[src/rtl/dmem_arbiter.sv]
// dmem_arbiter: shares one synchronous RAM port between the CPU load/store path and a host loader,
// CPU first, with a starvation counter that guarantees the host a beat after HOST_WAIT_MAX refusals.
module dmem_arbiter #(
  parameter int AW            = 16,
  parameter int DW            = 16,
  parameter int HOST_WAIT_MAX = 3
) (
  input  logic          clk,
  input  logic          rst,
  input  logic          i_cpu_req,
  input  logic          i_cpu_we,
  input  logic [AW-1:0] i_cpu_addr,
  input  logic [DW-1:0] i_cpu_wdata,
  output logic          o_cpu_gnt,
  output logic          o_cpu_stall,
  output logic          o_cpu_rvalid,
  output logic [DW-1:0] o_cpu_rdata,
  input  logic          i_host_req,
  input  logic          i_host_we,
  input  logic [AW-1:0] i_host_addr,
  input  logic [DW-1:0] i_host_wdata,
  output logic          o_host_gnt,
  output logic          o_host_rvalid,
  output logic [DW-1:0] o_host_rdata,
  output logic [AW-1:0] o_mem_addr,
  output logic [DW-1:0] o_mem_wdata,
  output logic          o_mem_wren,
  output logic          o_mem_rden,
  input  logic [DW-1:0] i_mem_q
);
  localparam logic [3:0] HWM = 4'(HOST_WAIT_MAX);
  logic [3:0]    r_hwait;
  logic          r_rd_pending, r_rd_owner;
  logic [DW-1:0] r_cpu_hold, r_host_hold;
  logic          w_host_gnt, w_cpu_gnt, w_any_gnt, w_we;
  // grants are suppressed while reset is held so nothing reaches the RAM
  assign w_host_gnt    = ~rst & i_host_req & (~i_cpu_req | (r_hwait == HWM));
  assign w_cpu_gnt     = ~rst & i_cpu_req & ~w_host_gnt;
  assign w_any_gnt     = w_cpu_gnt | w_host_gnt;
  assign w_we          = w_cpu_gnt ? i_cpu_we : i_host_we;
  assign o_cpu_gnt     = w_cpu_gnt;
  assign o_host_gnt    = w_host_gnt;
  assign o_cpu_stall   = i_cpu_req & ~w_cpu_gnt;
  assign o_mem_addr    = w_cpu_gnt ? i_cpu_addr : w_host_gnt ? i_host_addr : '0;
  assign o_mem_wdata   = w_cpu_gnt ? i_cpu_wdata : w_host_gnt ? i_host_wdata : '0;
  assign o_mem_wren    = w_any_gnt & w_we;
  assign o_mem_rden    = w_any_gnt & ~w_we;
  assign o_cpu_rvalid  = r_rd_pending & ~r_rd_owner;
  assign o_host_rvalid = r_rd_pending & r_rd_owner;
  assign o_cpu_rdata   = o_cpu_rvalid ? i_mem_q : r_cpu_hold;
  assign o_host_rdata  = o_host_rvalid ? i_mem_q : r_host_hold;
  always_ff @(posedge clk or posedge rst) begin
    if (rst) begin
      r_hwait      <= '0;
      r_rd_pending <= 1'b0;
      r_rd_owner   <= 1'b0;
      r_cpu_hold   <= '0;
      r_host_hold  <= '0;
    end else begin
      r_hwait      <= (i_host_req & ~w_host_gnt) ? ((r_hwait == HWM) ? r_hwait : r_hwait + 4'd1) : 4'd0;
      r_rd_pending <= o_mem_rden;
      r_rd_owner   <= w_host_gnt;
      if (o_cpu_rvalid) r_cpu_hold <= i_mem_q;
      if (o_host_rvalid) r_host_hold <= i_mem_q;
    end
  end
endmodule

[config.mk]
export PLATFORM = sky130hd
export DESIGN_NAME = dmem_arbiter
export DESIGN_NICKNAME = d
export VERILOG_FILES = /design/src/rtl/dmem_arbiter.sv
export SDC_FILE = /design/constraint.sdc
export NUM_CORES = 1
export LEC_CHECK = 0
export BUFFER_PORTS_ARGS = -buffer_cell sky130_fd_sc_hd__buf_4
export CELL_PAD_IN_SITES_DETAIL_PLACEMENT = 1
export CELL_PAD_IN_SITES_GLOBAL_PLACEMENT = 1
export CORE_ASPECT_RATIO = 2
export CORE_MARGIN = 2
export CORE_UTILIZATION = 25
export DETAILED_ROUTE_END_ITERATION = 7
export HOLD_SLACK_MARGIN = 0.03
export PLACE_DENSITY_LB_ADDON = 0.15
export RECOVER_POWER = 100
export SLEW_MARGIN = 10
export SYNTH_ARGS = -nofsm -noshare
export SYNTH_HDL_FRONTEND = slang
export SYNTH_SLANG_ARGS = --single-unit
[constraint.sdc]
create_clock -name clk -period 1.97 [get_ports clk]
set_input_delay 0.394 -clock clk [delete_from_list [all_inputs] [get_ports clk]]
set_output_delay 0.394 -clock clk [all_outputs]
set_load 0.02 [all_outputs]
==> results.toml <==
[sta]
fin_setup_tns_ns = -18.73
max_clock_freq_mhz = 424
min_period_ns = 2.36
min_period_over_period_pct = 120
finalSetupViolations = 69
fin_ws_ns = -0.390
finalHoldViolations = 0
max_slew_margin_pct = 38.1
drv_slew = 0
rsz0062_at_grt = "true"
tightest_slew_ns = 0.928
fin_worst_skew_ns = 0.00225

[setup_path]
end_kind = "output pin"
critPathMaxFanout = 10
criticalPathCategory = "register to output pin"
crit_arrival_ns = 1.97
cp_data_required_time_ns = 1.58
start_kind = "register"

[placed_design]
hpwl_um = 5020
dpl_worst_slack_ns = -0.118
routabilityCongestion = 0.774
portBuffers = 156

[drt]
num_vias = 1952
ant_nets = 0
wire_per_inst_um = 15.7
wl_um = 6630
firstDrtPassIters = 4
drt-initial-drc-count = 38
drc = 0
via_per_inst = 4.61

[finish]
nNetsFinal = 415
final_core_util_pct = 53.8
drive_gt1_share_pct = 72.6
final_cell_mix = "143 x buf_4, 38 x dfrtp_1, 33 x a22o_4, 29 x buf_6, 25 x mux2_1"
synthToLayoutAreaGrowth_pct = 112
antenna_cells = 0
final_common_cell = "buf_4"
fill_cells = 771

[floorplan]
die_w_um = 65.6
die-area_sq_um = 8350
die_h_um = 127
io_pins = 157
start_util_pct = 25.3
rows = 45
core-area_sq_um = 7490

[synth]
syn_avg_cell_area_sq_um = 13.0
ys_seq_elements = 38
synth_cells = 146
netlist_area_sq_um = 1900
yosysWarnings = 0
synth_cell_types = 25
syn-num-nets = 233
ys_seq_area_share_pct = 50.1

[status]
status = "finished, violations left"
failed_checks = "negative setup slack"

[global_route]
grt_max_degree = 39
grt_overflow_total = 0
grt_usage_pct = 15.5
grt_pass1_vias = 2139
grt_first_pass_wirelength_um = 10000
antenna_found_initial = 0

[min_path]
hold_class = "input port to register"

[clock_network]
numCtsBuffers = 5
h-tree-depth = 2
cts.sinks = 38
cts_buffer_depth = 2
clk_transition_reported_paths_ns = 0.06
root_buffer = "clkbuf_16"
insertion_delay_ns = 0.27
cts_tree = "built"

[pwr]
powerDensity_nw_per_um2 = 803
power.total_mw = 3.24
vdd_drop_max_uv = 620
power_leakage_nw = 2.04

[run]
max-cap-violations = 0
==> critical path, stage by stage, from the launching register on <==
cell     delay, ns
dfrtp_1       0.39
ha_4          0.16
or3b_4        0.40
a21oi_4       0.21
buf_4         0.15
buf_12        0.13
a22o_4        0.13
buf_4         0.13
==> what timing repair did <==
action	4_1_cts	5_1_grt
resized for setup	29	14
gates cloned	2	2
pin swaps	0	6
hold buffers	0	0
setup endpoints to repair	37	53
buffers inserted	5	5
==> cell type report <==
cell class / count / area [sq um] / share of cell area (%)
Clock buffer: 5 / 125 / 3.10
Multi-Input combinational cell: 92 / 1160 / 28.9
Tap cell: 94 / 118 / 2.92
Sequential cell: 38 / 951 / 23.6
Timing Repair Buffer: 186 / 1610 / 40.0
Inverter: 5 / 18.8 / 0.466
Clock inverter: 3 / 40.0 / 0.993
==> power breakdown <==
group,internal [mW],switching (mW)
Combinational,0.693,0.653
Clock,0.591,0.288
Sequential,0.964,0.0467
Total,2.25,0.988
==> metal layers <==
metal	part of all wire [%]	global-route usage, %
met4	1.4	4.29
met5	0	0
met1	36	17.4
met2	56	27.9
met3	6.8	4.31
==> cell usage after synthesis <==
cell      count  area (sq um)
a21oi_2       1          8.76
a21oi_4       1          16.3
a22o_1       25           219
a22o_2        9          90.1
a311o_1       1          10.0
and2_2        1          7.51
buf_2         2          10.0
buf_6         4          45.0
clkbuf_1      5          18.8
dfrtp_1      38           951
ha_1          1          12.5
inv_1         5          18.8
mux2_2       33           372
nand2_1       3          11.3
nand2b_1      2          12.5
nand3_1       2          10.0
nand4_1       3          18.8
nor2_1        1          3.75
nor2b_1       2          12.5
nor3_1        2          10.0
nor3b_1       1          7.51
o211a_1       1          10.0
o21ai_0       1          5.00
or3b_1        1          8.76
xnor2_1       1          8.76
==> cells by family after synthesis <==
logic type / synth area share (%)
AOI/OAI and AO/OA: 18.9
DFF: 50.1
muxes: 19.6
and+or+nand+nor: 5.41
buffers and inverters: 4.88
xor gates and xnor gates: 0.462
adders and majority gates: 0.659
==> registers in the layout, summed over array words and instances (netlist names) <==
signal,cells
r_cpu_hold,16
r_host_hold,16
r_hwait,4
r_rd_owner,1
r_rd_pending,1
==> stage by stage <==
step	std cells	area [sq um]	hold WS [ns]
floorplan	146	2160	0.545
CTS	417	3920	0.300
global route	423	4030	0.374
global placement	402	3550	0.479
detailed placement	402	3550	0.483
finish	423	4030	0.366
==> final timing paths <==
kind	startpoint	to	slack, ns	cells past startpoint
min in group asynchronous	rst	r_hwait[0]$_DFFE_PP0P_	0.53	3
worst max register to register	r_hwait[0]$_DFFE_PP0P_	r_hwait[0]$_DFFE_PP0P_	0.21	5
worst max-delay path	r_hwait[0]$_DFFE_PP0P_	o_mem_wdata[5]	-0.39	7
worst min register to register	r_host_hold[9]$_DFF_PP0_	r_host_hold[9]$_DFF_PP0_	0.48	1
worst min-delay path	i_mem_q[9]	r_host_hold[9]$_DFF_PP0_	0.37	2
max in group asynchronous	rst	r_cpu_hold[3]$_DFF_PP0_	0.86	3
Note: power is estimated with default switching activity, not from simulation.
